===== config.mk =====
export PLATFORM = sky130hd
export DESIGN_NAME = intersection_phase_scheduler
export DESIGN_NICKNAME = d
export VERILOG_FILES = /design/src/rtl/tl_pkg.sv /design/src/rtl/phase_timer.sv /design/src/rtl/intersection_phase_scheduler.sv
export SDC_FILE = /design/constraint.sdc
export NUM_CORES = 1
export LEC_CHECK = 0
export BUFFER_PORTS_ARGS = -buffer_cell sky130_fd_sc_hd__clkbuf_2
export CORE_ASPECT_RATIO = 2
export CORE_UTILIZATION = 56
export CTS_BUF_LIST = sky130_fd_sc_hd__clkbuf_16
export CTS_CLUSTER_SIZE = 24
export DETAILED_ROUTE_END_ITERATION = 6
export PLACE_DENSITY = 0.95
export SETUP_SLACK_MARGIN = 0.5
export SYNTH_ARGS = -nofsm -noshare
export SYNTH_HDL_FRONTEND = slang
export SYNTH_SLANG_ARGS = --single-unit

===== constraint.sdc =====
create_clock -name clk -period 5.1 [get_ports clk]
set_clock_uncertainty 0.05 [all_clocks]
set_input_delay 0.765 -clock clk [delete_from_list [all_inputs] [get_ports clk]]
set_output_delay 0.765 -clock clk [all_outputs]
set_load 0.01 [all_outputs]

===== src/rtl/tl_pkg.sv =====
// Shared types and constants for the intersection phase scheduler.
// States, light codes, direction indices, default timing, direction helpers.
package tl_pkg;

  typedef enum logic [2:0] {
    ST_ALLRED,
    ST_GREEN,
    ST_YELLOW,
    ST_PED,
    ST_EMERG
  } state_t;

  localparam logic [1:0] RED    = 2'b00;
  localparam logic [1:0] GREEN  = 2'b01;
  localparam logic [1:0] YELLOW = 2'b10;

  localparam logic [1:0] DIR_N = 2'd0;
  localparam logic [1:0] DIR_E = 2'd1;
  localparam logic [1:0] DIR_S = 2'd2;
  localparam logic [1:0] DIR_W = 2'd3;

  localparam int DEF_CNT_W     = 8;
  localparam int DEF_YELLOW_T  = 3;
  localparam int DEF_ALLRED_T  = 1;
  localparam int DEF_PED_T     = 10;
  localparam int DEF_EMERG_T   = 8;
  localparam int DEF_MIN_GREEN = 2;

  function automatic logic [3:0] dir_onehot(
    input logic [1:0] d
  );
    dir_onehot = 4'b0001 << d;
  endfunction

  // First requesting approach at or after ptr (mod 4);
  // ptr itself when nothing is requesting.
  function automatic logic [1:0] pick_dir(
    input logic [3:0] req,
    input logic [1:0] ptr
  );
    logic [1:0] idx;
    pick_dir = ptr;
    for (int k = 3; k >= 0; k--) begin
      idx = ptr + 2'(k);
      if (req[idx]) pick_dir = idx;
    end
  endfunction

endpackage


===== src/rtl/phase_timer.sv =====
// Loadable down-counter timing each scheduler phase.
// Ports: clk, reset, load, load_val -> count, done (count == 1).
module phase_timer #(
  parameter int CNT_W   = 8,
  parameter int RST_VAL = 1
) (
  input  logic             clk,
  input  logic             reset,
  input  logic             load,
  input  logic [CNT_W-1:0] load_val,
  output logic [CNT_W-1:0] count,
  output logic             done
);

  always_ff @(posedge clk or posedge reset) begin
    if (reset)
      count <= CNT_W'(RST_VAL);
    else if (load)
      count <= load_val;
    else if (count != '0)
      count <= count - 1'b1;
  end

  assign done = (count == CNT_W'(1));

endmodule


===== src/rtl/intersection_phase_scheduler.sv =====
// Four-way phase sequencer: round-robin green, yellow/all-red, walk, emergency.
// Ports: clk, reset, data_in, veh_req, ped_button, em_button, em_dir ->
//   light_n/e/s/w, grant, ped_walk, em_active, t_count. Macro: EM_PREEMPT_EN.
module intersection_phase_scheduler
  import tl_pkg::*;
#(
  parameter int CNT_W     = DEF_CNT_W,
  parameter int YELLOW_T  = DEF_YELLOW_T,
  parameter int ALLRED_T  = DEF_ALLRED_T,
  parameter int PED_T     = DEF_PED_T,
  parameter int EMERG_T   = DEF_EMERG_T,
  parameter int MIN_GREEN = DEF_MIN_GREEN
) (
  input  logic             clk,
  input  logic             reset,
  input  logic [CNT_W-1:0] data_in,
  input  logic [3:0]       veh_req,
  input  logic             ped_button,
  input  logic             em_button,
  input  logic [1:0]       em_dir,
  output logic [1:0]       light_n,
  output logic [1:0]       light_e,
  output logic [1:0]       light_s,
  output logic [1:0]       light_w,
  output logic [3:0]       grant,
  output logic             ped_walk,
  output logic             em_active,
  output logic [CNT_W-1:0] t_count
);

`ifdef EM_PREEMPT_EN
  localparam bit PREEMPT = 1'b1;
`else
  localparam bit PREEMPT = 1'b0;
`endif

  state_t           state_q, state_d;
  logic [1:0]       dir_q, dir_d;
  logic [1:0]       rr_q, rr_d;
  logic             em_flag_q, em_flag_d;
  logic             em_pend_q, ped_pend_q;
  logic [1:0]       em_dir_q;
  logic [1:0]       ped_sync_q;
  logic [CNT_W-1:0] gcnt_q;

  logic             load, done;
  logic [CNT_W-1:0] load_val;
  logic [CNT_W-1:0] green_dur;
  logic             em_clr, ped_clr;
  logic             em_same;
  logic             preempt;
  logic [7:0]       lights;

  phase_timer #(
    .CNT_W  (CNT_W),
    .RST_VAL(ALLRED_T)
  ) u_timer (
    .clk     (clk),
    .reset   (reset),
    .load    (load),
    .load_val(load_val),
    .count   (t_count),
    .done    (done)
  );

  assign green_dur = (data_in == '0) ? CNT_W'(1) : data_in;
  // Same-direction press while already serving it only extends the hold.
  assign em_same = (state_q == ST_EMERG) && (em_dir == dir_q);
  assign preempt = PREEMPT && em_pend_q &&
                   (gcnt_q >= CNT_W'(MIN_GREEN));

  always_comb begin
    state_d   = state_q;
    dir_d     = dir_q;
    rr_d      = rr_q;
    em_flag_d = em_flag_q;
    load      = 1'b0;
    load_val  = '0;
    em_clr    = 1'b0;
    ped_clr   = 1'b0;
    unique case (state_q)
      ST_ALLRED: begin
        if (done) begin
          load = 1'b1;
          if (em_pend_q) begin
            state_d   = ST_EMERG;
            dir_d     = em_dir_q;
            load_val  = CNT_W'(EMERG_T);
            em_clr    = 1'b1;
            em_flag_d = 1'b1;
          end else if (ped_pend_q) begin
            state_d  = ST_PED;
            load_val = CNT_W'(PED_T);
            ped_clr  = 1'b1;
          end else begin
            state_d  = ST_GREEN;
            dir_d    = pick_dir(veh_req, rr_q);
            load_val = green_dur;
          end
        end
      end
      ST_GREEN: begin
        if (done || preempt) begin
          state_d  = ST_YELLOW;
          load     = 1'b1;
          load_val = CNT_W'(YELLOW_T);
        end
      end
      ST_YELLOW: begin
        if (done) begin
          state_d   = ST_ALLRED;
          load      = 1'b1;
          load_val  = CNT_W'(ALLRED_T);
          em_flag_d = 1'b0;
          if (!em_flag_q) rr_d = dir_q + 2'd1;
        end
      end
      ST_PED: begin
        if (done) begin
          state_d  = ST_ALLRED;
          load     = 1'b1;
          load_val = CNT_W'(ALLRED_T);
        end
      end
      ST_EMERG: begin
        if (em_button && em_same) begin
          load     = 1'b1;
          load_val = CNT_W'(EMERG_T);
        end else if (done) begin
          state_d  = ST_YELLOW;
          load     = 1'b1;
          load_val = CNT_W'(YELLOW_T);
        end
      end
      default: begin
        state_d  = ST_ALLRED;
        load     = 1'b1;
        load_val = CNT_W'(ALLRED_T);
      end
    endcase
  end

  always_ff @(posedge clk or posedge reset) begin
    if (reset) begin
      state_q   <= ST_ALLRED;
      dir_q     <= DIR_N;
      rr_q      <= DIR_N;
      em_flag_q <= 1'b0;
    end else begin
      state_q   <= state_d;
      dir_q     <= dir_d;
      rr_q      <= rr_d;
      em_flag_q <= em_flag_d;
    end
  end

  // A fresh request in the same cycle as the clear wins.
  always_ff @(posedge clk or posedge reset) begin
    if (reset) begin
      em_pend_q  <= 1'b0;
      em_dir_q   <= DIR_N;
      ped_sync_q <= 2'b00;
      ped_pend_q <= 1'b0;
    end else begin
      ped_sync_q <= {ped_sync_q[0], ped_button};
      if (em_button && !em_same) begin
        em_pend_q <= 1'b1;
        em_dir_q  <= em_dir;
      end else if (em_clr) begin
        em_pend_q <= 1'b0;
      end
      if (ped_sync_q[1])
        ped_pend_q <= 1'b1;
      else if (ped_clr)
        ped_pend_q <= 1'b0;
    end
  end

  // Green cycles elapsed, counting the current one.
  always_ff @(posedge clk or posedge reset) begin
    if (reset)
      gcnt_q <= '0;
    else if (state_d == ST_GREEN && state_q != ST_GREEN)
      gcnt_q <= CNT_W'(1);
    else if (state_q == ST_GREEN && gcnt_q != '1)
      gcnt_q <= gcnt_q + 1'b1;
  end

  always_comb begin
    lights   = '0;
    grant    = '0;
    ped_walk = 1'b0;
    unique case (state_q)
      ST_GREEN, ST_EMERG: begin
        lights[{dir_q, 1'b0} +: 2] = GREEN;
        grant = dir_onehot(dir_q);
      end
      ST_YELLOW: begin
        lights[{dir_q, 1'b0} +: 2] = YELLOW;
        grant = dir_onehot(dir_q);
      end
      ST_PED:    ped_walk = 1'b1;
      ST_ALLRED: ;
      default:   ;
    endcase
  end

  assign light_n   = lights[1:0];
  assign light_e   = lights[3:2];
  assign light_s   = lights[5:4];
  assign light_w   = lights[7:6];
  assign em_active = (state_q == ST_EMERG) ||
                     (state_q == ST_YELLOW && em_flag_q);

endmodule

# [After elaboration in Yosys (flattened, before gate mapping)]
# Index checks and enable logic that the tools add are counted.
[totals] inputBits=18 out_inout_bits=22 ff_bits=22 wordCells=111
[classes] n_lt_le_gt_ge=4 n_addsub=6 n_shift=4 reduce_logical=21 eq_ne=12 mux=52 bitwise_logic=3
[op_table] op="$mux 8" count=6
[op_table] op="$pmux 8 s4" count=1
[op_table] op="$mux 1" count=22
[op_table] op="$and 8x8->8" count=2
[op_table] op="$mux 2" count=8
[op_table] op="$pmux 8 s2" count=1
[op_table] op="$shiftx 2x5->8 const A" count=2
[op_table] op="$mux 3" count=5
[op_table] op="$lt 2x3->1 const B" count=4
[op_table] op="$pmux 3 s4" count=1
[op_table] op="$ne 2x2->1 const B" count=5
[op_table] op="$reduce_and 3->1" count=3
[op_table] op="$bmux 1 s2" count=4
[op_table] op="$eq 8x1->1 const B" count=1
[op_table] op="$logic_not 8->1" count=1
[op_table] op="$mux 4" count=2
[op_table] op="$reduce_bool 2->1" count=4
[op_table] op="$reduce_bool 8->1" count=1
[op_table] op="$shift 2x5->8 const A" count=1
[op_table] op="$sub 8x1->8 const B" count=1
[op_table] op="$eq 3x2->1 const B" count=2
[op_table] op="$neg 3->5" count=1
[op_table] op="$add 2x1->2 const B" count=2
[op_table] op="$add 2x2->2 const B" count=2
[op_table] op="other kinds (15)" count=20

# [Logic depth before layout (Yosys ltp)]
# Gate-level depths: netlist of the first run.
[logic_depth] word_depth=9 depth_mapped=7 ltp_nobuf=6

# [Hierarchy]
# A second synthesis of the first run with hierarchy kept.
[unflattened] hier_cells=191 hier_area_um2=1604.0
[by_module_without_submodules] module="intersection_phase_scheduler" area_per_inst_um2=1099.8 n_inst=1 seq_area_each_um2=350.3 cells_each=136
[by_module_without_submodules] module="phase_timer" area_per_inst_um2=504.2 n_inst=1 seq_area_each_um2=201.4 cells_each=55

# [Worst setup path after synthesis of the first run]
# No wires, ideal clock.
[synth_timing] path_type="register -> output" startpoint="register state_q[1]" endpoint="output light_w[0]" path_stages_with_launch=7 n_path_buf=1 t_required_ns=4.285 arrival_ns=1.446 path_slack_ns=2.839 path_cell_list="dfrtp_1 -> clkbuf_1 -> o21ai_0 -> o21a_1 -> and2_1 -> nand3_1 -> a21oi_1"
[synth_via] elab_chain_len=3 word_cells_on_any_way=5 cone_classes="eq/ne (3); mux (1); reduce/logical (1)"
[synth_lines] element="start, declared" line_no="intersection_phase_scheduler.sv:37" source="state_t state_q, state_d;"
[synth_lines] element="start signal, assigned" line_no="intersection_phase_scheduler.sv:150" source="state_q <= state_d;"
[synth_lines] element="$eq 3x1->1 / $eq 3x3->1 (equally long branches)" line_no="intersection_phase_scheduler.sv:193" source="unique case (state_q)"
[synth_lines] element="$reduce_or 2->1" line_no="intersection_phase_scheduler.sv:193"
[synth_lines] element="$pmux 8 s2 *" line_no="intersection_phase_scheduler.sv:193"
[synth_lines] element="end, declared" line_no="intersection_phase_scheduler.sv:24" source="output logic [1:0] light_w,"
# Mark *: on every way between the ends. The rest lies on a longest branch, timed or not.

# [Worst setup path in the final report of the first run]
[layout_timing] startpoint="register dir_q[0]" endpoint="output light_s[0]"
[layout_via] elab_chain_len=4 word_cells_on_any_way=7 cone_classes="add/sub (1); shift (3); mux (1); bitwise (2)"
[layout_lines] element="start, declared" line_no="intersection_phase_scheduler.sv:38" source="logic [1:0] dir_q, dir_d;"
[layout_lines] element="start signal, assigned" line_no="intersection_phase_scheduler.sv:151" source="dir_q <= dir_d;"
[layout_lines] element="$neg 3->5 *" line_no="intersection_phase_scheduler.sv:195, intersection_phase_scheduler.sv:199"
[layout_lines] element="$shiftx 2x5->8, or another cell as far along" line_no="intersection_phase_scheduler.sv:199" source="lights[{dir_q, 1'b0} +: 2] = YELLOW;"
[layout_lines] element="$and 8x8->8 (no line)"
[layout_lines] element="$pmux 8 s2 *" line_no="intersection_phase_scheduler.sv:193"
[layout_lines] element="end, declared" line_no="intersection_phase_scheduler.sv:23" source="output logic [1:0] light_s,"
# Marks and branches as above.

==> load_flow_metrics.sql, run 1 <==
INSERT INTO impl_metrics (metric_group, metric, value, unit) VALUES
('synth', 'dominant_register_cell_in_the_synthesized_netlist', 'sky130_fd_sc_hd__dfrtp_1', ''),
('worst_setup_path', 'setup.worst_path.end_class', 'output pin', ''),
('clock_network', 'postCtsResizedCells', '0', ''),
('worst_hold_path', 'hold_path_class', 'reg2reg', ''),
('placed_design', 'place.detailed.instances', '239', ''),
('flow_run', 'maxCapViolations', '0', ''),
('synth', 'yosysSeqAreaShare', '36.1', '%'),
('layout', 'layout-drive-gt1-share', '22.8', '%'),
('layout', 'nNetsFinal', '244', ''),
('worst_setup_path', 'cp.required', '4280', 'ps'),
('layout', 'layout_commonest_cell', 'sky130_fd_sc_hd__clkbuf_2', ''),
('sta', 'setup_slack', '2420', 'ps'),
('die', 'boundaryPins', '40', ''),
('clock_network', 'clkSlewWorstSetupHoldPaths', '60', 'ps'),
('die', 'design.die.area', '0.00296', 'mm^2'),
('drt', 'drt_first_iter_violations', '47', ''),
('pwr', 'power-per-cell-area', '527', 'mW/mm^2'),
('placed_design', 'placed_cell_area', '0.00174', 'mm^2'),
('pwr', 'power.sequential.fraction', '34.8', '%'),
('worst_setup_path', 'cp_max_fo', '9', ''),
('placed_design', 'placement.setup.worst_slack', '2690', 'ps'),
('worst_setup_path', 'worstPathCellList', 'inv_1 > ha_1 > inv_1 > nor2_1 > nand3_1 > nor2_1 > clkbuf_2', ''),
('sta', 'least_margin_pin_slew', '847', 'ps'),
('clock_network', 'clk_root_buffer_cell', 'sky130_fd_sc_hd__clkbuf_16', ''),
('worst_setup_path', 'startpoint_type', 'flop', ''),
('drt', 'detail_route.first_pass.iterations', '4', ''),
('synth', 'async_reset_ff_share', '100', '%'),
('die', 'floorplan.initialDensity', '59.5', '%'),
('synth', 'average_footprint_of_a_synthesized_cell', '8.65', 'um^2'),
('drt', 'drc', '0', ''),
('clock_network', 'clock-sinks', '22', ''),
('sta', 'setup_viol', '0', ''),
('sta', 'timing.final.crit_period', '2680', 'ps'),
('grt', 'maximum_number_of_pins_on_one_net_before_global_route_repair', '23', ''),
('synth', 'synth.top_cells.by_area', 'sky130_fd_sc_hd__dfrtp_1 34%, sky130_fd_sc_hd__ha_1 8.2%, sky130_fd_sc_hd__nor2_1 5.9%', ''),
('pwr', 'power.clock.fraction', '17.4', '%'),
('sta', 'totalNegativeSetupSlack', '0', 'ps'),
('drt', 'post_drt_via_cell_ratio', '6.03', ''),
('synth', 'synthDominantAreaCellType', 'sky130_fd_sc_hd__dfrtp_1', ''),
('synth', 'synth_cells', '177', ''),
('pwr', 'peakVddDrop', '0.291', 'mV'),
('clock_network', 'clockBufferDepth', '2', ''),
('layout', 'num_antenna_cells', '0', ''),
('synth', 'synth-edff-count', '0', ''),
('layout', 'post_layout_nonfiller_instances', '243', ''),
('worst_setup_path', 'r2r_slack', '2700', 'ps'),
('drt', 'detailroute.via_count', '1465', ''),
('clock_network', 'cts_htree_levels', '1', ''),
('grt', 'grt_overflow_total', '0', ''),
('sta', 'report.final.hold_viol_count', '0', ''),
('die', 'fp.dieH', '75.9', 'um'),
('sta', 'fmax', '374', 'MHz'),
('pwr', 'power_report.internal_total', '538', 'uW'),
('worst_setup_path', 'worstSetupPathType', 'reg2out', ''),
('clock_network', 'worst_skew_pair.late_latency', '260', 'ps'),
('pwr', 'post-layout-total-power', '957', 'uW'),
('grt', 'grt_use_total', '30.5', '%'),
('worst_setup_path', 'cp_data_arrival_time', '1860', 'ps'),
('layout', 'mostFrequentLayoutCells', '39 x sky130_fd_sc_hd__clkbuf_2, 24 x sky130_fd_sc_hd__nor2_1, 21 x sky130_fd_sc_hd__dfrtp_1, 16 x sky130_fd_sc_hd__nand2_1', ''),
('grt', 'antenna_found_initial', '0', ''),
('placed_design', 'hpwl', '2.82', 'mm'),
('sta', 'slew_headroom', '43.5', '%'),
('placed_design', 'finalWeightedCongestion', '0.932', ''),
('clock_network', 'tritoncts', 'yes', ''),
('die', 'std_cell_rows', '26', ''),
('grt', 'first_global_vias', '1580', ''),
('grt', 'grt_first_pass_wirelength', '6.53', 'mm'),
('status', 'status', 'completed', ''),
('die', 'design.core.area', '0.00257', 'mm^2'),
('layout', 'syn2layout_area_growth', '18.7', '%'),
('synth', 'synth_top_area_share', '34.3', '%');
flip-flops by register name, indices dropped and copies added (netlist names):
register       cells
em_flag_q          1
em_dir_q           2
state_q            3
em_pend_q          1
ped_pend_q         1
u_timer.count      8
dir_q              2
rr_q               2
ped_sync_q         2
worst reg2reg max path: stages, from the launching register on:
cell and delay (ps):
sky130_fd_sc_hd__dfrtp_1 460, sky130_fd_sc_hd__nor4_4 470, sky130_fd_sc_hd__and4_1 480, sky130_fd_sc_hd__nor3b_4 360
sky130_fd_sc_hd__o21ai_1 170, sky130_fd_sc_hd__a221oi_1 310
synthesized netlist by cell type (all sizes together), types with 3 or more instances:
library cell and number:
xor2 5, dfrtp 21, o21ai 9, a31oi 3, clkbuf 4, ha 10, nand2 16, a21oi 10
o21a 3, nor3 4, inv 10, a22oi 5, nand3 7, and2 5, a211oi 3, nor2 24
mux2 3, xnor2 4
final timing paths:
path                             startpoint               end  cells past startpoint
max in group asynchronous             reset         em_flag_q                      2
hold reg to reg               ped_sync_q[0]     ped_sync_q[1]                      0
setup / recovery                   dir_q[0]        light_s[0]                      7
min in group asynchronous             reset         em_pend_q                      2
hold / removal                ped_sync_q[0]     ped_sync_q[1]                      0
setup reg to reg           u_timer.count[2]  u_timer.count[0]                      5
metal layers:
layer  global-route usage, %  vias up  share of wire (%)
li1                        -      708                  -
met1                    28.4      700                 34
met2                    54.5       42                 58
met3                    4.97       15                3.1
met4                    19.3        0                5.2
met5                       0        -                  0
logic make-up after synthesis:
family / synth area share, %
buf+inv: 3.92
compound gates: 18.9
fa+ha+maj: 8.18
mux: 3.52
xor+xnor: 5.15
flops: 36.1
simple gates: 24.3
power groups by stage:
| stage | Combinational (mW) | Clock, mW | Sequential (mW) |
|---|---|---|---|
| finish | 0.458 | 0.167 | 0.333 |
| global route | 0.520 | 0.176 | 0.342 |
| CTS | 0.458 | 0.167 | 0.333 |
| detailed placement | 0.449 | 0 | 0.335 |
| global placement | 0.431 | 0 | 0.331 |
| floorplan | 0.333 | 0 | 0.316 |
area by class of cell:
| cell class | count | area, um^2 |
|---|---|---|
| Clock buffer | 3 | 75.1 |
| Sequential cell | 22 | 552 |
| Fill cell | 201 | 753 |
| Multi-Input combinational cell | 140 | 918 |
| Tap cell | 28 | 35.0 |
| Clock inverter | 1 | 3.75 |
| Timing Repair Buffer | 39 | 195 |
| Inverter | 10 | 37.5 |
through the flow:
stage | hold WS [ps] | utilization [%]
2_1_floorplan | 281 | -
3_5_place_dp | 300 | 67.6
4_1_cts | 313 | 70.7
5_1_grt | 320 | 70.7
3_3_place_gp | 284 | 67.6
6_report | 311 | 70.7
(Power assumes the default switching activity.)
==> inputs of run 2 (changes only) <==
--- a/config.mk
+++ b/config.mk
@@ -7,11 +7,11 @@
 export LEC_CHECK = 0
 export BUFFER_PORTS_ARGS = -buffer_cell sky130_fd_sc_hd__clkbuf_2
 export CORE_ASPECT_RATIO = 2
-export CORE_UTILIZATION = 56
+export CORE_UTILIZATION = 47
 export CTS_BUF_LIST = sky130_fd_sc_hd__clkbuf_16
 export CTS_CLUSTER_SIZE = 24
 export DETAILED_ROUTE_END_ITERATION = 6
-export PLACE_DENSITY = 0.95
+export PLACE_DENSITY = 0.87
 export SETUP_SLACK_MARGIN = 0.5
 export SYNTH_ARGS = -nofsm -noshare
 export SYNTH_HDL_FRONTEND = slang
==> constraint.sdc (replaced) <==
create_clock -name clk -period 2.4 [get_ports clk]
set_clock_uncertainty 0.05 [all_clocks]
set_input_delay 0.36 -clock clk [delete_from_list [all_inputs] [get_ports clk]]
set_output_delay 0.36 -clock clk [all_outputs]
set_load 0.01 [all_outputs]
==> run 2 against run 1 <==
  * Worst setup slack worse by 2100 ps
  * First-iteration DRC count is 66% higher
  * Utilization is 4.7 points lower
  * Clock power grew to 2.8 times the previous value
  * Global-route usage is 3.3 points lower
  * Sequential share of layout area is 3.2 points lower
  * Combinational power grew to 2.8 times the previous value
  * Largest cell class unchanged
==> load_flow_metrics.sql, run 2 (synthesis gave the netlist of run 1 again) <==
INSERT INTO impl_metrics (metric_group, metric, value, unit) VALUES
('grt', 'first_global_vias', '1611', ''),
('sta', 'fmax', '491', 'MHz'),
('worst_setup_path', 'setup.worst_path.end_class', 'output pin', ''),
('layout', 'layout-drive-gt1-share', '37.9', '%'),
('drt', 'drt-wirelength-per-cell', '17.4', 'um'),
('placed_design', 'place.detailed.instances', '246', ''),
('die', 'fp.dieH', '82.7', 'um'),
('clock_network', 'clock-sinks', '22', ''),
('pwr', 'peakVddDrop', '0.942', 'mV'),
('clock_network', 'clkSlewWorstSetupHoldPaths', '60', 'ps'),
('pwr', 'static-leakage-power', '0.998', 'nW'),
('sta', 'rsz_0062_raised_after_global_routing', 'yes', ''),
('pwr', 'post-layout-total-power', '2.47', 'mW'),
('layout', 'layout.filler_cells', '246', ''),
('worst_hold_path', 'hold_path_class', 'in2reg', ''),
('grt', 'use_met1', '24.8', '%'),
('grt', 'grt_first_pass_wirelength', '7.12', 'mm'),
('clock_network', 'numCtsBuffers', '3', ''),
('sta', 'slew_headroom', '40.4', '%'),
('grt', 'antenna_found_initial', '0', ''),
('clock_network', 'clockBufferDepth', '2', ''),
('die', 'design.die.area', '0.00350', 'mm^2'),
('layout', 'layout_commonest_cell', 'sky130_fd_sc_hd__clkbuf_2', ''),
('placed_design', 'numPortBuffers', '39', ''),
('grt', 'grt_overflow_total', '0', ''),
('grt', 'grt_use_total', '27.2', '%'),
('worst_setup_path', 'cp_data_arrival_time', '1630', 'ps'),
('layout', 'largest_register_ffs', '8', ''),
('worst_setup_path', 'worstSetupPathType', 'reg2out', ''),
('sta', 'slew_viol_final', '0', ''),
('sta', 'report.final.hold_viol_count', '0', ''),
('clock_network', 'hold_buffers', '0', ''),
('clock_network', 'worst_skew_pair.late_latency', '260', 'ps'),
('sta', 'totalNegativeSetupSlack', '0', 'ps'),
('grt', 'global_route.usage.met3', '2.39', '%'),
('layout', 'num_antenna_cells', '0', ''),
('drt', 'total_routed_wirelength', '4.57', 'mm'),
('die', 'std_cell_rows', '29', ''),
('worst_setup_path', 'startpoint_type', 'flop', ''),
('status', 'status', 'completed', ''),
('grt', 'grt_busiest_layer', 'met2', ''),
('sta', 'fin_crit_share', '84.9', '%'),
('die', 'floorplan.initialDensity', '49.0', '%'),
('layout', 'post_layout_nonfiller_instances', '263', ''),
('clock_network', 'tritoncts', 'yes', ''),
('clock_network', 'cts_htree_levels', '1', ''),
('layout', 'mostFrequentLayoutCells', '35 x sky130_fd_sc_hd__clkbuf_2, 21 x sky130_fd_sc_hd__nor2_1, 17 x sky130_fd_sc_hd__buf_4, 15 x sky130_fd_sc_hd__nand2_1, 15 x sky130_fd_sc_hd__dfrtp_1', ''),
('drt', 'detail_route.first_pass.iterations', '4', ''),
('placed_design', 'hpwl', '3.15', 'mm'),
('clock_network', 'clk_root_buffer_cell', 'sky130_fd_sc_hd__clkbuf_16', ''),
('die', 'boundaryPins', '40', ''),
('layout', 'layout.core_utilization', '66.0', '%'),
('drt', 'drt_first_iter_violations', '78', ''),
('drt', 'detailroute.via_count', '1599', ''),
('sta', 'least_margin_pin_slew', '893', 'ps'),
('grt', 'met2_usage', '52.9', '%'),
('layout', 'syn2layout_area_growth', '34.5', '%'),
('drt', 'drc', '0', ''),
('worst_setup_path', 'r2r_slack', '490', 'ps'),
('worst_setup_path', 'cp.required', '1990', 'ps'),
('sta', 'timing.final.crit_period', '2040', 'ps'),
('layout', 'nNetsFinal', '261', ''),
('sta', 'setup_viol', '0', ''),
('worst_setup_path', 'cp_max_fo', '6', ''),
('layout', 'top_register', 'u_timer.count', ''),
('flow_run', 'maxCapViolations', '0', ''),
('die', 'design.core.area', '0.00312', 'mm^2'),
('drt', 'postRouteAntennaNets', '0', ''),
('grt', 'maximum_number_of_pins_on_one_net_before_global_route_repair', '23', ''),
('placed_design', 'finalWeightedCongestion', '0.926', ''),
('pwr', 'power-per-cell-area', '1200', 'mW/mm^2'),
('die', 'die_w', '42.3', 'um'),
('drt', 'post_drt_via_cell_ratio', '6.08', ''),
('layout', 'largestRegisters', 'u_timer.count (8), state_q (3)', '');
run 2: cell count changes in the layout (fill, tap and decap cells not counted), sizes merged:
cell | before | now
buf | 0 | 21
clkbuf | 42 | 38
clkinv | 1 | 0
bufinv | 0 | 1
run 2: cell type report:
class / count / area (um^2) / area share (%)
multi-input cells: 140 / 990 / 48.1
flip-flops and latches: 22 / 559 / 27.2
repair buffers: 56 / 323 / 15.7
clock buffers: 3 / 75.1 / 3.65
inverters: 10 / 42.5 / 2.07
well taps: 31 / 38.8 / 1.88
clock inverters: 1 / 30.0 / 1.46
run 2: per-stage QoR:
stage	setup WS (ps)	hold WS [ps]	cell area [um^2]
floorplan	505	281	1530
global placement	463	285	1770
detailed placement	339	301	1770
CTS	460	156	2010
global route	325	152	2060
finish	362	158	2060
run 2: per-layer routing:
| metal | share of wire (%) | up-vias |
|---|---|---|
| met2 | 57 | 88 |
| met1 | 34 | 754 |
| met4 | 4.7 | 0 |
| met5 | 0 | - |
| li1 | - | 740 |
| met3 | 4.4 | 17 |
run 2: where the power goes:
group          internal [mW]  total, mW  leakage [nW]  switching [mW]
logic                  0.577       1.30         0.691           0.720
clock network          0.331      0.467        0.0511           0.136
registers              0.509      0.703         0.255           0.195
total                   1.42       2.47         0.998            1.05
run 2: path summary, 6_finish.rpt:
kind,from,end,cells past startpoint
worst max-delay path,state_q[0],light_w[0],6
max in group asynchronous,reset,state_q[2],2
worst min-delay path,ped_button,ped_sync_q[0],1
worst max register to register,state_q[1],em_dir_q[0],5
worst min register to register,ped_sync_q[0],ped_sync_q[1],0
min in group asynchronous,reset,u_timer.count[7],2
run 2: critical path: stages, from the launching register on:
cell and delay, ps:
sky130_fd_sc_hd__dfrtp_2 460, sky130_fd_sc_hd__o21ai_2 180, sky130_fd_sc_hd__o21a_1 200, sky130_fd_sc_hd__and2_4 180
sky130_fd_sc_hd__nand3_4 80, sky130_fd_sc_hd__a21oi_2 130, sky130_fd_sc_hd__buf_2 140
run 2: timing repair:
item / CTS / global route
cloned: 0 / 0
endpoints found under the setup margin: 14 / 27
buffers inserted: 11 / 2
pin swaps: 8 / 6
resized for setup: 19 / 12
==> inputs of run 3 (changes only) <==
--- a/config.mk
+++ b/config.mk
@@ -5,13 +5,14 @@
 export SDC_FILE = /design/constraint.sdc
 export NUM_CORES = 1
 export LEC_CHECK = 0
+export ABC_AREA = 1
 export BUFFER_PORTS_ARGS = -buffer_cell sky130_fd_sc_hd__clkbuf_2
 export CORE_ASPECT_RATIO = 2
-export CORE_UTILIZATION = 47
+export CORE_UTILIZATION = 54
 export CTS_BUF_LIST = sky130_fd_sc_hd__clkbuf_16
 export CTS_CLUSTER_SIZE = 24
 export DETAILED_ROUTE_END_ITERATION = 6
-export PLACE_DENSITY = 0.87
+export PLACE_DENSITY = 0.92
 export SETUP_SLACK_MARGIN = 0.5
 export SYNTH_ARGS = -nofsm -noshare
 export SYNTH_HDL_FRONTEND = slang
==> constraint.sdc (replaced) <==
create_clock -name clk -period 1.9 [get_ports clk]
set_clock_uncertainty 0.05 [all_clocks]
set_input_delay 0.285 -clock clk [delete_from_list [all_inputs] [get_ports clk]]
set_output_delay 0.285 -clock clk [all_outputs]
set_load 0.01 [all_outputs]
==> run 3 against run 2 <==
  * The run now ends with DRC, setup timing left
  * Wire length increased by 83%
  * Via count increased by 47%
  * Global-route usage increased by 9.5 points
  * Sequential power increased by 24%
  * Die area increased by 0.33%
  * Non-clock buffer count increased by 22
  * Worst hold slack got worse by 86 ps
  * Combinational power increased to 3.0 times the previous value
  * Critical endpoint is now light_e[0]
==> load_flow_metrics.sql, run 3 <==
INSERT INTO impl_metrics (metric_group, metric, value, unit) VALUES
('synth', 'yosys_warning_total', '0', ''),
('worst_hold_path', 'hold_path_class', 'in2reg', ''),
('synth', 'synthDominantAreaCellType', 'sky130_fd_sc_hd__dfrtp_1', ''),
('grt', 'antenna_found_initial', '0', ''),
('drt', 'post_drt_via_cell_ratio', '6.42', ''),
('pwr', 'power-per-cell-area', '1840', 'mW/mm^2'),
('die', 'boundaryPins', '40', ''),
('clock_network', 'tritoncts', 'yes', ''),
('worst_setup_path', 'rr_worst_depth', '7', ''),
('synth', 'dominant_register_cell_in_the_synthesized_netlist', 'sky130_fd_sc_hd__dfrtp_1', ''),
('clock_network', 'worst_skew_pair.late_latency', '270', 'ps'),
('worst_setup_path', 'cp_data_arrival_time', '1700', 'ps'),
('worst_setup_path', 'r2r_slack', '80', 'ps'),
('sta', 'setup_slack', '-138', 'ps'),
('die', 'floorplan.initialDensity', '55.9', '%'),
('synth', 'async_reset_ff_share', '100', '%'),
('sta', 'fin_crit_share', '107', '%'),
('pwr', 'static-leakage-power', '1.43', 'nW'),
('synth', 'syn-num-nets', '283', ''),
('sta', 'slew_viol_final', '0', ''),
('worst_setup_path', 'worstSetupPathType', 'reg2out', ''),
('grt', 'grt_first_pass_wirelength', '9.78', 'mm'),
('worst_hold_path', 'hold_depth', '1', ''),
('synth', 'synth.top_cells.by_area', 'sky130_fd_sc_hd__dfrtp_1 30%, sky130_fd_sc_hd__nand2_1 13%, sky130_fd_sc_hd__nand3_1 7.4%', ''),
('grt', 'maximum_number_of_pins_on_one_net_before_global_route_repair', '23', ''),
('grt', 'first_global_vias', '2161', ''),
('layout', 'layout_commonest_cell', 'sky130_fd_sc_hd__nand2_1', ''),
('layout', 'layout.core_utilization', '90.2', '%'),
('drt', 'drc', '1', ''),
('worst_setup_path', 'regToRegEndpoint', 'u_timer.count[5]', ''),
('sta', 'fmax', '491', 'MHz'),
('die', 'die_w', '42.4', 'um'),
('synth', 'synth_cells', '255', ''),
('drt', 'drt_first_iter_violations', '183', ''),
('layout', 'layout.filler_cells', '140', ''),
('layout', 'num_antenna_cells', '0', ''),
('flow_run', 'maxCapViolations', '0', ''),
('synth', 'yosys_register_bits', '22', ''),
('layout', 'largest_register_ffs', '8', ''),
('die', 'design.core.area', '0.00316', 'mm^2'),
('drt', 'detailroute.via_count', '2351', ''),
('die', 'design.die.area', '0.00351', 'mm^2'),
('sta', 'totalNegativeSetupSlack', '-487', 'ps'),
('layout', 'final-seq-area', '557', 'um^2'),
('pwr', 'peakVddDrop', '1.57', 'mV'),
('sta', 'setup_viol', '7', ''),
('status', 'failed_checks', 'DRC, setup timing', ''),
('drt', 'detail_route.first_pass.iterations', '7', ''),
('drt', 'postRouteAntennaNets', '0', ''),
('grt', 'grt_overflow_total', '0', ''),
('status', 'status', 'finished with violations', ''),
('worst_setup_path', 'cp_max_fo', '4', ''),
('sta', 'holdWs', '71.8', 'ps'),
('worst_setup_path', 'rr_startpoint', 'u_timer.count[1]', ''),
('synth', 'yosysUniqueCellTypes', '36', ''),
('grt', 'grt_use_total', '36.7', '%'),
('worst_setup_path', 'startpoint_type', 'flop', ''),
('layout', 'layout-drive-gt1-share', '53.4', '%'),
('layout', 'largestRegisters', 'u_timer.count (8), state_q (3)', ''),
('synth', 'most_common_cell_in_the_synthesized_netlist', 'sky130_fd_sc_hd__nand2_1', ''),
('synth', 'synth_top_area_share', '29.8', '%'),
('sta', 'least_margin_pin_slew', '356', 'ps'),
('synth', 'synthesized_cell_area', '0.00176', 'mm^2'),
('drt', 'drt-wirelength-per-cell', '22.8', 'um'),
('layout', 'mostFrequentLayoutCells', '47 x sky130_fd_sc_hd__nand2_1, 25 x sky130_fd_sc_hd__clkbuf_2, 25 x sky130_fd_sc_hd__buf_4, 23 x sky130_fd_sc_hd__inv_1, 17 x sky130_fd_sc_hd__dfrtp_1', ''),
('sta', 'report.final.hold_viol_count', '0', ''),
('clock_network', 'clkSlewWorstSetupHoldPaths', '60', 'ps'),
('sta', 'timing.final.crit_period', '2040', 'ps'),
('placed_design', 'numPortBuffers', '39', ''),
('sta', 'slew_headroom', '76.2', '%'),
('clock_network', 'clock-sinks', '22', ''),
('sta', 'rsz_0062_raised_after_global_routing', 'yes', ''),
('clock_network', 'clk_root_buffer_cell', 'sky130_fd_sc_hd__clkbuf_16', ''),
('layout', 'multiInputGateArea', '0.00146', 'mm^2'),
('clock_network', 'clockBufferDepth', '2', ''),
('worst_setup_path', 'cp.required', '1560', 'ps'),
('layout', 'syn2layout_area_growth', '61.5', '%'),
('clock_network', 'cts_htree_levels', '1', ''),
('die', 'fp.dieH', '82.8', 'um'),
('worst_setup_path', 'setup.worst_path.end_class', 'output pin', ''),
('pwr', 'post-layout-total-power', '5.23', 'mW'),
('worst_hold_path', 'hold_path_startpoint', 'ped_button', ''),
('placed_design', 'finalWeightedCongestion', '0.801', ''),
('worst_hold_path', 'whs_endpoint', 'ped_sync_q[0]', ''),
('placed_design', 'hpwl', '3.53', 'mm'),
('layout', 'top_register', 'u_timer.count', ''),
('synth', 'ys_top_cells_by_count', '61 x sky130_fd_sc_hd__nand2_1, 31 x sky130_fd_sc_hd__inv_1, 29 x sky130_fd_sc_hd__nor2_1', ''),
('synth', 'synth-edff-count', '0', ''),
('drt', 'total_routed_wirelength', '8.36', 'mm'),
('layout', 'nNetsFinal', '364', ''),
('die', 'std_cell_rows', '29', ''),
('synth', 'average_footprint_of_a_synthesized_cell', '6.92', 'um^2'),
('synth', 'yosysSeqAreaShare', '31.3', '%'),
('clock_network', 'numCtsBuffers', '3', '');
==> run 3: final cells by class <==
type,count,share of cell area (%)
Multi-Input combinational cell,192,51.1
Inverter,39,5.67
Clock buffer,3,2.64
Sequential cell,22,19.5
Timing Repair Buffer,78,19.6
Clock inverter,1,0.132
Tap cell,31,1.36
==> run 3: worst max-delay path by stage <==
stage / from / end / slack, ps / cells after the start
after CTS: state_q[0] / light_e[0] / 8 / 9
after detailed placement: state_q[0] / light_e[0] / 170 / 9
after floorplan: u_timer.count[0] / dir_q[0] / 350 / 8
after global placement: state_q[0] / light_e[0] / 230 / 9
after global routing: dir_q[1] / light_e[0] / -150 / 7
final: dir_q[1] / light_e[0] / -140 / 7
==> run 3: where the power goes <==
part / switching [mW] / leakage (nW) / internal (mW) / total (mW)
Clock: 0.210 / 0.0385 / 0.283 / 0.493
Sequential: 0.228 / 0.258 / 0.641 / 0.869
Combinational: 2.32 / 1.13 / 1.55 / 3.87
==> run 3: cell families (layout without fill, tap and decap cells) <==
group	after synthesis	after routing	synth area share (%)
AOI/OAI and AO/OA	29	29	8.72
xor gates and xnor gates	6	6	2.98
DFF	22	22	31.3
muxes	1	1	0.638
adders and majority gates	10	10	7.09
and+or+nand+nor	146	146	40.5
buffers and inverters	41	121	8.79
==> run 3: per-layer routing <==
layer / up-vias / global-route usage (%) / share of wire (%) / wire (um)
met5: - / 0 / 0 / 0
met4: 0 / 21.9 / 12 / 994
met3: 93 / 3.48 / 7.7 / 644
met2: 195 / 69.1 / 51 / 4260
met1: 1081 / 36.0 / 29 / 2460
li1: 982 / - / - / -
==> run 3: timing repair <==
item                                   CTS  global route
gates resized for setup                 31            78
hold buffers                             1             0
pin swaps                                8            24
buffers inserted                        17            16
setup endpoints to repair               33            33
endpoints found under the hold margin   16             0
==> run 3: through the flow <==
step / worst slack [ps] / cell area, um^2 / std cells
floorplan: 355 / 1890 / 255
global placement: 225 / 2150 / 328
detailed placement: 168 / 2150 / 328
CTS: 8.09 / 2510 / 350
global route: -149 / 2850 / 366
finish: -138 / 2850 / 366
==> run 3: critical path, cell delays in order, from the launching register on <==
cell,delay [ps]
sky130_fd_sc_hd__dfrtp_1,420
sky130_fd_sc_hd__inv_2,90
sky130_fd_sc_hd__ha_2,240
sky130_fd_sc_hd__inv_2,170
sky130_fd_sc_hd__nand3_4,140
sky130_fd_sc_hd__buf_4,160
sky130_fd_sc_hd__nor2_2,70
sky130_fd_sc_hd__clkbuf_2,130
